## config.mk

```make
export PLATFORM = sky130hd
export DESIGN_NAME = adder_share_scheduler
export DESIGN_NICKNAME = d
export VERILOG_FILES = /design/src/rtl/adder_sched_pkg.sv /design/src/rtl/adder_core.sv /design/src/rtl/adder_share_scheduler.sv
export SDC_FILE = /design/constraint.sdc
export NUM_CORES = 1
export LEC_CHECK = 0
export BUFFER_PORTS_ARGS = -buffer_cell sky130_fd_sc_hd__buf_2
export CAP_MARGIN = 20
export CORE_MARGIN = 2
export CORE_UTILIZATION = 56
export CTS_CLUSTER_SIZE = 25
export DETAILED_ROUTE_END_ITERATION = 6
export PLACE_DENSITY = 0.87
export SLEW_MARGIN = 20
export SYNTH_ARGS = -nofsm -noshare
export SYNTH_HDL_FRONTEND = slang
export SYNTH_HIERARCHICAL = 1
export SYNTH_SLANG_ARGS = --single-unit
```

## constraint.sdc

```tcl
create_clock -name clock -period 6.7 [get_ports clock]
set_input_delay 0.335 -clock clock [delete_from_list [all_inputs] [get_ports clock]]
set_output_delay 0.335 -clock clock [all_outputs]
set_load 0.005 [all_outputs]
```

## src/rtl/adder_sched_pkg.sv

```systemverilog
// Shared state encoding, sizing helper and default dimensions for the adder-sharing scheduler.
package adder_sched_pkg;

  localparam int unsigned DEF_WIDTH   = 32;
  localparam int unsigned DEF_NUM_REQ = 4;
  localparam int unsigned DEF_ADD_LAT = 1;

  typedef enum logic [1:0] {
    S_IDLE = 2'd0,
    S_BUSY = 2'd1,
    S_RESP = 2'd2
  } state_t;

  // Bits needed to encode n distinct values, never less than one.
  function automatic int unsigned clog2(input int unsigned n);
    int unsigned w;
    w = 1;
    while ((64'd1 << w) < 64'(n)) w++;
    return w;
  endfunction

endpackage

```

## src/rtl/adder_core.sv

```systemverilog
// Shared add-with-carry datapath: {carry, sum} = a + b + cin, ADD_LAT register stages deep.
module adder_core #(
  parameter int unsigned WIDTH   = 32,
  parameter int unsigned ADD_LAT = 1
) (
  input  logic             clock,
  input  logic [WIDTH-1:0] a,
  input  logic [WIDTH-1:0] b,
  input  logic             cin,
  output logic [WIDTH-1:0] sum,
  output logic             carry
);

  logic [WIDTH:0]                raw;
  logic [ADD_LAT-1:0][WIDTH:0]   stage;

  assign raw = {1'b0, a} + {1'b0, b} + (WIDTH+1)'(cin);

  if (ADD_LAT == 1) begin : g_one
    always_ff @(posedge clock) stage[0] <= raw;
  end else begin : g_multi
    always_ff @(posedge clock) stage <= {stage[ADD_LAT-2:0], raw};
  end

  assign {carry, sum} = stage[ADD_LAT-1];

endmodule

```

## src/rtl/adder_share_scheduler.sv

```systemverilog
// Arbitrates NUM_REQ requesters onto one adder_core and returns tagged {sum, carry} over valid/ready.
// Define ARB_ROUND_ROBIN_EN for round-robin arbitration; otherwise fixed priority, lowest index wins.
module adder_share_scheduler
  import adder_sched_pkg::*;
#(
  parameter int unsigned WIDTH   = DEF_WIDTH,
  parameter int unsigned NUM_REQ = DEF_NUM_REQ,
  parameter int unsigned ADD_LAT = DEF_ADD_LAT
) (
  input  logic                        clock,
  input  logic                        reset,
  input  logic [NUM_REQ-1:0]          req_valid,
  output logic [NUM_REQ-1:0]          req_ready,
  input  logic [NUM_REQ*WIDTH-1:0]    req_a,
  input  logic [NUM_REQ*WIDTH-1:0]    req_b,
  input  logic [NUM_REQ-1:0]          req_cin,
  output logic                        resp_valid,
  input  logic                        resp_ready,
  output logic [clog2(NUM_REQ)-1:0]   resp_id,
  output logic [WIDTH-1:0]            resp_sum,
  output logic                        resp_carry
);

  localparam int unsigned ID_W  = clog2(NUM_REQ);
  localparam int unsigned CNT_W = clog2(ADD_LAT + 1);

  state_t           state, state_nxt;
  logic [CNT_W-1:0] cnt;
  logic [WIDTH-1:0] op_a, op_b, op_a_nxt, op_b_nxt;
  logic             op_cin, op_cin_nxt;
  logic [ID_W-1:0]  op_id;
  logic [WIDTH-1:0] core_sum;
  logic             core_carry;
  logic             gnt_found;
  logic [ID_W-1:0]  gnt_idx;
  logic             load, capture;

  logic [WIDTH-1:0] a_arr [NUM_REQ];
  logic [WIDTH-1:0] b_arr [NUM_REQ];

  for (genvar g = 0; g < NUM_REQ; g++) begin : g_unpack
    assign a_arr[g] = req_a[g*WIDTH +: WIDTH];
    assign b_arr[g] = req_b[g*WIDTH +: WIDTH];
  end

`ifdef ARB_ROUND_ROBIN_EN
  logic [ID_W-1:0] rr_ptr;

  // Search starts just after the last winner so every requester gets a turn.
  function automatic logic [ID_W:0] arbitrate(input logic [NUM_REQ-1:0] valid,
                                              input logic [ID_W-1:0]    ptr);
    logic [ID_W:0] res;
    int unsigned   j;
    res = '0;
    for (int unsigned k = 1; k <= NUM_REQ; k++) begin
      j = (32'(ptr) + k) % NUM_REQ;
      if (!res[ID_W] && valid[ID_W'(j)]) res = {1'b1, ID_W'(j)};
    end
    return res;
  endfunction

  assign {gnt_found, gnt_idx} = arbitrate(req_valid, rr_ptr);

  always_ff @(posedge clock) begin
    if (reset)     rr_ptr <= ID_W'(NUM_REQ - 1);
    else if (load) rr_ptr <= gnt_idx;
  end
`else
  function automatic logic [ID_W:0] arbitrate(input logic [NUM_REQ-1:0] valid);
    logic [ID_W:0] res;
    res = '0;
    for (int unsigned k = 0; k < NUM_REQ; k++) begin
      if (!res[ID_W] && valid[ID_W'(k)]) res = {1'b1, ID_W'(k)};
    end
    return res;
  endfunction

  assign {gnt_found, gnt_idx} = arbitrate(req_valid);
`endif

  // Next-state and grant decode.
  always_comb begin
    state_nxt = state;
    req_ready = '0;
    load      = 1'b0;
    capture   = 1'b0;
    case (state)
      S_IDLE: begin
        if (gnt_found) begin
          req_ready[gnt_idx] = 1'b1;
          load               = 1'b1;
          state_nxt          = S_BUSY;
        end
      end
      S_BUSY: begin
        if (cnt == CNT_W'(ADD_LAT - 1)) begin
          capture   = 1'b1;
          state_nxt = S_RESP;
        end
      end
      S_RESP: begin
        if (resp_ready) state_nxt = S_IDLE;
      end
      default: state_nxt = S_IDLE;
    endcase
  end

  always_ff @(posedge clock) begin
    if (reset) state <= S_IDLE;
    else       state <= state_nxt;
  end

  assign op_a_nxt   = load ? a_arr[gnt_idx]   : op_a;
  assign op_b_nxt   = load ? b_arr[gnt_idx]   : op_b;
  assign op_cin_nxt = load ? req_cin[gnt_idx] : op_cin;

  // Core samples the operand-register D side so its first stage lines up with the operand registers.
  adder_core #(
    .WIDTH   (WIDTH),
    .ADD_LAT (ADD_LAT)
  ) u_core (
    .clock (clock),
    .a     (op_a_nxt),
    .b     (op_b_nxt),
    .cin   (op_cin_nxt),
    .sum   (core_sum),
    .carry (core_carry)
  );

  always_ff @(posedge clock) begin
    if (reset) begin
      cnt        <= '0;
      op_a       <= '0;
      op_b       <= '0;
      op_cin     <= 1'b0;
      op_id      <= '0;
      resp_valid <= 1'b0;
      resp_id    <= '0;
      resp_sum   <= '0;
      resp_carry <= 1'b0;
    end else begin
      op_a   <= op_a_nxt;
      op_b   <= op_b_nxt;
      op_cin <= op_cin_nxt;
      if (load) op_id <= gnt_idx;
      cnt <= (state == S_BUSY) ? cnt + 1'b1 : '0;
      if (capture) begin
        resp_valid <= 1'b1;
        resp_id    <= op_id;
        resp_sum   <= core_sum;
        resp_carry <= core_carry;
      end else if (state == S_RESP && resp_ready) begin
        resp_valid <= 1'b0;
      end
    end
  end

endmodule

```

== Word-level counts from Yosys, hierarchy flattened ==
Index checks and enable logic that the tools add are counted.

* Word-level logic and storage cells: 65
* Input port bits: 267
* Bits in registers: 139

* Magnitude comparators: 3
* Mux-type cells: 29
* Reductions and logical operators: 12
* $add $sub $neg: 3
* Bitwise logic cells: 2
* Equality and inequality tests: 5

{| class="wikitable"
|+ Operators with widths
! kind !! number
|-
| $mux 32 || 6
|-
| $bmux 32 s2 || 2
|-
| $add 32x32->33 || 1
|-
| $add 33x1->33 || 1
|-
| $mux 3 || 4
|-
| $mux 1 || 9
|-
| $mux 4 || 2
|-
| $mux 2 || 3
|-
| $ne 2x2->1 const B || 3
|-
| $pmux 2 s3 || 1
|-
| $logic_and 1x1->1 || 5
|-
| $ge 3x3->1 const B || 1
|-
| $logic_not 1->1 || 3
|-
| $lt 2x3->1 const B || 1
|-
| $not 2->3 || 1
|-
| $reduce_and 3->1 || 1
|-
| $bmux 1 s2 || 1
|-
| $demux 1 s2 || 1
|-
| $eq 2x1->1 const B || 1
|-
| $eq 2x2->1 const B || 1
|-
| $ge 2x1->1 const B || 1
|-
| $logic_not 2->1 || 1
|-
| $reduce_bool 2->1 || 1
|-
| $reduce_or 2->1 || 1
|-
| 2 further kinds || 2
|}

== Depth between registers and ports, before layout ==
Gate-level depths: netlist of run 1.

* Depth in word-level cells: 17
* Mapped depth: 17
* Gate-level depth less buffers: 13

== Hierarchy ==
Netlist of run 1, hierarchy kept.

{| class="wikitable"
|+ Modules (own cells, without submodules)
! module !! instances !! cells an instance !! sequential area each (um2) !! area an instance (um2)
|-
| adder_share_scheduler || 1 || 971 || 2122.0 || 6781.5
|-
| adder_core || 1 || 277 || 660.6 || 2411.1
|}

== Worst setup path before layout of run 1 ==
No wires, ideal clock.

* Path kind: input -> register
* Start point: in req_valid[2]
* End point: reg u_core/stage[30] (netlist name)
* Path buffers: 4
* Cell stages on the path: 17
* Path slack: 2592 ps
* Arrival time: 3981 ps
* Cells stage by stage: buf_2 or2_1 buf_6 o31a_1 buf_2 clkbuf_1 nor2_1 nor2_1 fa_1 fa_1 a21o_1 a221oi_1 o21a_1 a21oi_1 a21oi_1 o221ai_1 xor2_1

* Longest elaborated chain between the ends: 12

{| class="wikitable"
|+ Ends and longest elaborated chain
! item !! RTL line !! text
|-
| start: declaration || adder_share_scheduler.sv:12 || <nowiki>input logic [NUM_REQ-1:0] req_valid,</nowiki>
|-
| $logic_and 1x1->1 (*) || adder_share_scheduler.sv:73 || <nowiki>if (!res[ID_W] && valid[ID_W'(k)]) res = {1'b1, ID_W'(k)};</nowiki>
|-
| $mux 3 (*) || adder_share_scheduler.sv:73 ||
|-
| $logic_not 1->1 || adder_share_scheduler.sv:73 ||
|-
| $logic_and 1x1->1 || adder_share_scheduler.sv:73 ||
|-
| $mux 3 (*) || adder_share_scheduler.sv:73 ||
|-
| $not 2->3 (implied by the code) || adder_share_scheduler.sv:113 || <nowiki>assign op_a_nxt = load ? a_arr[gnt_idx] : op_a;</nowiki>
|-
| $bmux 32 s2 || adder_share_scheduler.sv:113 ||
|-
| $mux 32 (implied by the code) (2 in series) || adder_share_scheduler.sv:113 ||
|-
| $mux 32 (*) || adder_share_scheduler.sv:113 ||
|-
| via op_a_nxt[0] || adder_share_scheduler.sv:29 || <nowiki>logic [WIDTH-1:0] op_a, op_b, op_a_nxt, op_b_nxt;</nowiki>
|-
| $add 32x32->33 (*) || adder_core.sv:17 || <nowiki>assign raw = {1'b0, a} + {1'b0, b} + (WIDTH+1)'(cin);</nowiki>
|-
| $add 33x1->33 (*) || adder_core.sv:17 ||
|-
| via u_core.raw[30] || adder_core.sv:14 || <nowiki>logic [WIDTH:0] raw;</nowiki>
|-
| end: declaration || adder_core.sv:15 || <nowiki>logic [ADD_LAT-1:0][WIDTH:0] stage;</nowiki>
|}

The timed path passes the listed nets; every way through them passes the cells marked *. The select of a mux whose other input is x is not followed.
A chain may end at the register's enable or synchronous reset.

== Final worst setup path of run 1 ==
* Start point: in req_valid[1]
* End point: reg u_core/stage[30] (netlist name)

* Longest elaborated chain between the ends: 15

{| class="wikitable"
|+ Ends and longest elaborated chain
! item !! RTL line
|-
| $logic_and 1x1->1 (*) || adder_share_scheduler.sv:73
|-
| $mux 3 (*) || adder_share_scheduler.sv:73
|-
| $logic_not 1->1 || adder_share_scheduler.sv:73
|-
| $logic_and 1x1->1 || adder_share_scheduler.sv:73
|-
| $mux 3 (*) || adder_share_scheduler.sv:73
|-
| $logic_not 1->1 || adder_share_scheduler.sv:73
|-
| $logic_and 1x1->1 || adder_share_scheduler.sv:73
|-
| $mux 3 (*) || adder_share_scheduler.sv:73
|-
| $not 2->3 (implied by the code) || adder_share_scheduler.sv:113
|-
| $bmux 32 s2 || adder_share_scheduler.sv:113
|-
| $mux 32 (implied by the code) (2 in series) || adder_share_scheduler.sv:113
|-
| $mux 32 (*) || adder_share_scheduler.sv:113
|-
| via op_a_nxt[0] || adder_share_scheduler.sv:29
|-
| $add 32x32->33 (*) || adder_core.sv:17
|-
| $add 33x1->33 (*) || adder_core.sv:17
|-
| via u_core.raw[30] || adder_core.sv:14
|}

Marked as above.

==> results of run 1 <==
[worst register-to-register path: stages (launching register included)]
cell and delay, ps:
dfxtp_1 380, nor2_1 310, o31ai_4 260, a2111oi_0 740, nor2_1 180, fa_1 530
fa_1 430, a21o_1 220, a221oi_1 760, o21a_1 260, a21oi_1 130, a21oi_1 360
o221ai_1 180, xor2_1 170
[cell usage after synthesis, types with 2 or more instances]
master,instances,area (um^2)
xnor2_1,15,131
o21a_1,3,22.5
a31oi_1,4,25.0
nor3_1,63,315
nand2b_1,63,394
dfxtp_1,139,2780
and3_1,3,18.8
nand4_1,5,31.3
nor2b_1,6,37.5
o32ai_1,5,43.8
o22ai_1,5,31.3
o21ai_0,10,50.1
clkbuf_2,4,20.0
a211oi_1,3,22.5
xor2_1,15,131
a311oi_1,3,26.3
a21oi_1,196,981
nand2_1,148,556
clkbuf_1,78,293
and2_1,3,18.8
o21ai_1,3,15.0
o31ai_1,3,22.5
buf_6,3,33.8
mux2i_1,6,60.1
fa_1,2,40.0
nor4_1,2,12.5
buf_1,7,26.3
buf_2,16,80.1
o211ai_1,6,45.0
inv_2,2,7.51
nand3_1,6,30.0
o21bai_1,12,90.1
a221oi_1,6,52.6
o31a_1,3,26.3
nand3b_1,121,908
nor2_1,142,533
a2111oi_0,59,517
a21o_1,17,128
ha_1,31,388
inv_1,7,26.3
[flip-flops by register name, summed over array words and instances, names as in the netlist]
signal        flops
op_cin            1
resp_valid        1
cnt               1
resp_id           2
u_core/stage     33
state             2
op_b             32
op_id             2
op_a             32
resp_carry        1
resp_sum         32
[cell families (layout without fill, tap and decap cells)]
| family | after synthesis | after routing | share of synthesized area (%) |
|---|---|---|---|
| AO/OA/AOI/OAI | 349 | 349 | 24.0 |
| XOR/XNOR | 30 | 30 | 2.86 |
| adder cells (fa/ha/maj) | 33 | 33 | 4.65 |
| buffers and inverters | 118 | 361 | 5.38 |
| flip-flops | 139 | 139 | 30.3 |
| multiplexers | 6 | 6 | 0.653 |
| other | 0 | 5 | 0 |
| AND/OR/NAND/NOR | 573 | 573 | 32.1 |
[cells in the final DEF, fill, tap and decap left out, types with 6 or more instances in the layout]
cell	netlist	final
dfxtp_1	139	139
a221oi_1	6	6
nor2_1	142	142
xnor2_1	15	15
buf_4	1	18
ha_1	31	31
xor2_1	15	15
a2111oi_0	59	59
nand2b_1	63	63
clkbuf_16	0	17
buf_2	16	302
a21o_1	17	17
nor3_1	63	63
nand2_1	148	148
o21ai_0	10	10
nand3_1	6	6
a21oi_1	196	196
inv_1	7	7
nand3b_1	121	121
mux2i_1	6	6
o211ai_1	6	6
o21bai_1	12	12
[power by group]
part / internal (mW) / switching, mW
clock network: 0.561 / 0.368
registers: 1.04 / 0.0694
logic: 0.595 / 0.946
[cell type report]
class	count	area [um^2]	area share, %
Sequential cell	139	2780	24.7
Tap cell	216	270	2.40
Timing Repair Buffer	320	1650	14.6
Multi-Input combinational cell	991	5920	52.6
Clock inverter	12	139	1.23
Clock buffer	20	447	3.97
Inverter	9	33.8	0.300
Antenna cell	5	12.5	0.111
[worst paths after layout]
check	from	to	slack [ps]	cells after the start
min reg2reg	u_core/stage[24]	resp_sum[24]	440	2
max reg2reg	state[1]	u_core/stage[30]	1710	13
min	req_b[20]	op_b[20]	240	3
max	req_valid[1]	u_core/stage[30]	1600	14
[routing by layer]
metal	share of wire, %	up-vias	track usage (%)
li1	-	4920	-
met1	41	4738	43.8
met2	47	568	55.8
met3	9.3	71	7.92
met4	2.5	0	11.1
met5	0	-	0
[through the flow]
stage | setup WS [ps] | cells | area [um^2] | power (mW) | hold slack [ps]
6_report | 1600 | 1712 | 11300 | 3.58 | 243
5_1_grt | 1320 | 1712 | 11300 | 3.77 | 271
4_1_cts | 1760 | 1707 | 11200 | 3.54 | 229
3_5_place_dp | 1380 | 1675 | 10700 | 2.60 | 431
3_3_place_gp | 1640 | 1675 | 10700 | 2.57 | 424
2_1_floorplan | 2590 | 1248 | 9190 | 2.16 | 417
==> results.rst, run 1 <==
.. list-table::
   :header-rows: 1

   * - Metric
     - Value
   * - Result of the run
     - complete, but fails checks
   * - Failing checks
     - design-rule violations
   * - Critical path cell sequence
     - buf_4 -> or2_2 -> o31ai_4 -> a2111oi_0 -> nor2_1 -> fa_1 -> fa_1 -> a21o_1 -> a221oi_1 -> o21a_1 -> a21oi_1 -> a21oi_1 -> o221ai_1 -> xor2_1
   * - Final worst-path cycle share
     - 76.1%
   * - Pin count of the biggest net entering global routing
     - 91
   * - Cells after Synth
     - 1,248
   * - Cts bufs inserted
     - 17
   * - IO Port Bufs
     - 306
   * - RSZ-0062 raised after global routing
     - no
   * - Number of setup violations in the final report
     - 0
   * - Count of final hold-check violations
     - 0
   * - Combined global-route utilization of all metal layers
     - 33.9%
   * - Share of async-settable or async-resettable flops after synthesis
     - 0%
   * - Kind of cell adding the most delay to the critical path
     - compound AO/OA/AOI/OAI gates
   * - Number of gates given a new drive strength after cts
     - 0
   * - Fill cells
     - 1,370
   * - Synth unique cells
     - 63
   * - Starting density of the core
     - 57.7%
   * - Clock tree from TritonCTS
     - yes
   * - Global route overflow
     - 0
   * - Proportion of synthesized chip area in sequential cells
     - 30.3%
   * - Worst IR Drop VDD
     - 0.238 mV
   * - Vias
     - 10,300
   * - Yosys Warn Count
     - 6
   * - Die width
     - 132 um
   * - Core Footprint
     - 0.0159 mm^2
   * - Post-DP HPWL
     - 22,700 um
   * - Path class of the lowest-slack min-delay path
     - primary input to register
   * - Number of enable flip-flop cells after synthesis
     - 0
   * - Total negative slack for setup checks
     - 0 ps
   * - Clock slew at reported path FFs
     - 60 ps
   * - Wire length of the first global-routing pass
     - 47,900 um
   * - Crit path kind
     - primary input to register
   * - Overall die area
     - 0.0175 mm^2
   * - CTS Hold Bufs
     - 0
   * - Clock latency at the later pin of the worst-skew pair
     - 430 ps
   * - Post-Syn Nets
     - 1,548
   * - Vert. Die Dim
     - 132 um
   * - Slowest Stage Delay on Critical Path
     - 760 ps
   * - Detail-routed via count per cell
     - 6.01
   * - Share of cells above drive strength 1
     - 24.3%
   * - Final #Nets
     - 1,778
   * - Worst-path maximum fanout
     - 52
   * - Clock Sinks
     - 139
   * - Core occupancy in the finished layout
     - 70.6%
   * - Remaining routing DRC violations
     - 2
   * - Slowest CP cell
     - a221oi_1
   * - Max-slew headroom
     - 34.1%
   * - Transition time at the pin with the least slew margin
     - 964 ps
   * - Crit path launch type
     - primary input
   * - Final period demand of the worst path
     - 5100 ps
   * - Number of register bits inferred by synthesis
     - 139
   * - Synth Flop Type
     - dfxtp_1
   * - Maximum buffer depth of the clock tree
     - 2
   * - Routability-driven placement congestion ratio
     - 0.922
   * - Clock skew
     - 10.8 ps
   * - Root buf cell
     - clkbuf_16
   * - Arrival time at the worst endpoint
     - 5410 ps
   * - Mapped Area
     - 0.00919 mm^2
   * - Max-capacitance violation count
     - 0
   * - Pins over their slew limit
     - 0
   * - Power per standard cell area
     - 318 mW/mm^2
   * - Critical Path End Type
     - register
   * - Static Leak
     - 4.81 nW
   * - Setup repair bufs after CTS
     - 0
   * - Area growth syn-to-layout
     - 22.4%
   * - Total wire length after detailed routing
     - 30,700 um
   * - Number of antenna-violating nets in the routed design
     - 0
   * - Number of H-tree levels
     - 4
   * - Worst path buffer plus inverter count
     - 1
   * - Mean post-synth cell area
     - 7.37 um^2
   * - Final routed wire length divided by cell count
     - 17.9 um
   * - Number of DRC markers in iteration 0
     - 985
   * - Initial antenna violation count
     - 5
   * - Via count of the first global-routing pass
     - 9,526
   * - Pre-Repair DR Iteration Count
     - 7
   * - Boundary Pins
     - 307
   * - Fmax
     - 196 MHz
   * - Required time at the worst-slack endpoint
     - 7010 ps
   * - Cell Rows
     - 46
Power figures use the tool's default switching activity.
==> run 2: changes to the inputs <==
--- a/config.mk
+++ b/config.mk
@@ -8,10 +8,10 @@
 export BUFFER_PORTS_ARGS = -buffer_cell sky130_fd_sc_hd__buf_2
 export CAP_MARGIN = 20
 export CORE_MARGIN = 2
-export CORE_UTILIZATION = 56
+export CORE_UTILIZATION = 52
 export CTS_CLUSTER_SIZE = 25
 export DETAILED_ROUTE_END_ITERATION = 6
-export PLACE_DENSITY = 0.87
+export PLACE_DENSITY = 0.82
 export SLEW_MARGIN = 20
 export SYNTH_ARGS = -nofsm -noshare
 export SYNTH_HDL_FRONTEND = slang
==> constraint.sdc (replaced) <==
create_clock -name clock -period 5.19 [get_ports clock]
set_input_delay 0.2595 -clock clock [delete_from_list [all_inputs] [get_ports clock]]
set_output_delay 0.2595 -clock clock [all_outputs]
set_load 0.005 [all_outputs]
==> run 2 against run 1 <==
Against the previous run:
- the flow now finishes without violations
- power is 30% higher
- combinational power increased by 31%
- critical path depth grew 3
- die area is 7.5% higher
- sequential cell count unchanged
- non-clock buffer count increased by 24
- sequential power up 28%
- via count fell by 1.6%
- clock power up 30%
- first-iteration DRC count shrank 10%
- worst setup slack got worse by 880 ps
- sequential share of layout area is 0.45 points lower
==> results.rst, run 2 (synthesized netlist as in run 1, its figures left out) <==
.. list-table::
   :header-rows: 1

   * - Metric
     - Value
   * - Result of the run
     - completed
   * - Number of flip-flops under the largest register name
     - 33 (unchanged)
   * - Total instance count after detailed placement
     - 1,708 (+2.0%)
   * - Cell with the most instances on the worst path
     - buf_4
   * - Commonest non-fill, non-tap cell in the layout
     - buf_2
   * - Root buf cell
     - clkbuf_16
   * - Slowest CP cell
     - a2111oi_0
   * - Count of placed standard cells in the final layout, fillers left out
     - 1,742 (+1.8%)
   * - Fraction of met3 tracks used by global routing
     - 6.11% (-1.8 points)
   * - Vert. Die Dim
     - 137 um (+3.7%)
   * - Total negative slack for setup checks
     - 0 ps (unchanged)
   * - Core Footprint
     - 0.0173 mm^2 (+8.5%)
   * - Global route overflow
     - 0 (unchanged)
   * - Post-DP HPWL
     - 22,800 um (+0.45%)
   * - Max-capacitance violation count
     - 0 (unchanged)
   * - Cell Rows
     - 48 (+4.3%)
   * - Met2 routing resource usage after global routing
     - 50.6% (-5.2 points)
   * - Setup repair bufs after CTS
     - 0 (unchanged)
   * - Slowest Stage Delay on Critical Path
     - 510 ps (-250 ps)
   * - Number of DRC markers in iteration 0
     - 883 (-10%)
   * - Met1 track utilization from global routing
     - 41.5% (-2.3 points)
   * - Die width
     - 137 um (+3.7%)
   * - Fmax
     - 224 MHz
   * - Number of gates given a new drive strength after cts
     - 0 (unchanged)
   * - Most used routing layer
     - met2
   * - Wire length of the first global-routing pass
     - 46,000 um (-4.0%)
   * - Pre-Repair DR Iteration Count
     - 7 (unchanged)
   * - Path class of the lowest-slack min-delay path
     - primary input to register
   * - Power per standard cell area
     - 405 mW/mm^2 (+27%)
   * - Starting density of the core
     - 53.1% (-4.5 points)
   * - Most used cells in the layout excluding fill and tap cells
     - 302 x buf_2, 196 x a21oi_1, 148 x nand2_1
   * - Final routed wire length divided by cell count
     - 17.2 um (-4.2%)
   * - Crit path launch type
     - register
   * - Number of antenna-violating nets in the routed design
     - 0 (unchanged)
   * - CTS Hold Bufs
     - 0 (unchanged)
   * - Boundary Pins
     - 307 (unchanged)
   * - Number of setup violations in the final report
     - 0 (unchanged)
   * - Clock Sinks
     - 139 (unchanged)
   * - Final period demand of the worst path
     - 4470 ps
   * - Register with the most flip-flops
     - u_core/stage
   * - Final worst-path cycle share
     - 86.2%
   * - Total wire length after detailed routing
     - 29,900 um (-2.6%)
   * - Crit path kind
     - register to register
   * - Initial antenna violation count
     - 2 (-3)
   * - Critical path cell sequence
     - nor2_1 -> buf_4 -> o31ai_4 -> buf_4 -> a2111oi_0 -> buf_4 -> nor2_1 -> fa_1 -> fa_1 -> a21o_1 -> a221oi_1 -> buf_4 -> o21a_1 -> a21oi_1 -> a21oi_1 -> o221ai_1 -> xor2_1
   * - Share of cells above drive strength 1
     - 25.5% (+1.3 points)
   * - Pin count of the biggest net entering global routing
     - 112 (+23%)
   * - Clock skew
     - 9.98 ps (-0.772 ps)
   * - Worst Hold Margin
     - 176 ps (-67.0 ps)
   * - Critical Path End Type
     - register
   * - Remaining routing DRC violations
     - 0 (-2)
   * - Required time at the worst-slack endpoint
     - 5490 ps (-1520 ps)
   * - Cts bufs inserted
     - 17 (unchanged)
   * - Arrival time at the worst endpoint
     - 4770 ps (-640 ps)
   * - Overall die area
     - 0.0188 mm^2 (+7.5%)
   * - Area growth syn-to-layout
     - 24.6%
   * - Final #Nets
     - 1,802 (+1.3%)
   * - Number of H-tree levels
     - 4 (unchanged)
   * - Count of final hold-check violations
     - 0 (unchanged)
   * - Via count of the first global-routing pass
     - 9,174 (-3.7%)
   * - Maximum buffer depth of the clock tree
     - 2 (unchanged)
   * - Static Leak
     - 4.94 nW (+2.8%)
   * - Vias
     - 10,100 (-1.6%)
   * - IO Port Bufs
     - 306 (unchanged)
   * - Routability-driven placement congestion ratio
     - 0.957 (+3.8%)
   * - Clock latency at the later pin of the worst-skew pair
     - 420 ps (about the same)
   * - Clock tree from TritonCTS
     - yes
   * - Core occupancy in the finished layout
     - 66.2% (-4.3 points)
   * - Worst IR Drop VDD
     - 0.253 mV (+6.0%)
   * - Combined global-route utilization of all metal layers
     - 31.2% (-2.6 points)
   * - RSZ-0062 raised after global routing
     - no
   * - Detail-routed via count per cell
     - 5.82 (-3.3%)
   * - Clock slew at reported path FFs
     - 60 ps (about the same)
   * - Max-slew headroom
     - 33.1% (-1.0 points)
   * - Transition time at the pin with the least slew margin
     - 979 ps (+14.7 ps)
   * - Pins over their slew limit
     - 0 (unchanged)
   * - Worst-path maximum fanout
     - 39 (-25%)
==> run 2: cell types whose count changed in the layout (fill, tap and decap cells not counted), sizes merged <==
cell / previous run / this run
buf: 320 / 344
clkinv: 3 / 4
clkinvlp: 4 / 3
diode: 5 / 2
==> run 2: layout make-up <==
class	count	area, um^2
inverter	9	33.8
clock inverter	12	136
timing repair buffer	344	1840
sequential	139	2780
multi-input combinational	991	5920
tap	225	282
clock buffer	20	457
antenna	2	5.00
fill	1598	5840
==> run 2: critical path: cells and delay by family (launching register included) <==
kind / cells / cell delay, ps
compound gates: 8 / 1860
xor+xnor: 1 / 170
fa+ha+maj: 2 / 900
buf+inv: 4 / 830
flops: 1 / 380
simple gates: 2 / 190
==> run 2: final timing paths <==
check	from	endpoint	slack [ps]	cells after the start
max	state[1]	u_core/stage[30]	720	17
min	req_b[45]	op_b[13]	180	3
max reg2reg	state[1]	u_core/stage[30]	720	17
min reg2reg	u_core/stage[1]	resp_sum[1]	430	2
==> run 2: through the flow <==
step | worst slack [ps] | cell area [um^2] | power (mW)
after global placement | 582 | 10900 | 3.38
after global routing | 448 | 11500 | 4.92
after CTS | 789 | 11400 | 4.62
after floorplan | 1160 | 9190 | 2.79
after detailed placement | 581 | 10900 | 3.41
final | 718 | 11500 | 4.64
==> run 2: power by group <==
part | internal, mW | switching (mW) | total (mW)
Combinational | 0.802 | 1.21 | 2.01
Sequential | 1.34 | 0.0809 | 1.42
Clock | 0.736 | 0.469 | 1.21
==> run 2: routing by layer <==
| metal | wire [um] | vias up |
|---|---|---|
| li1 | - | 4972 |
| met1 | 13000 | 4659 |
| met2 | 13900 | 446 |
| met3 | 2360 | 55 |
| met4 | 682 | 0 |
| met5 | 0 | - |
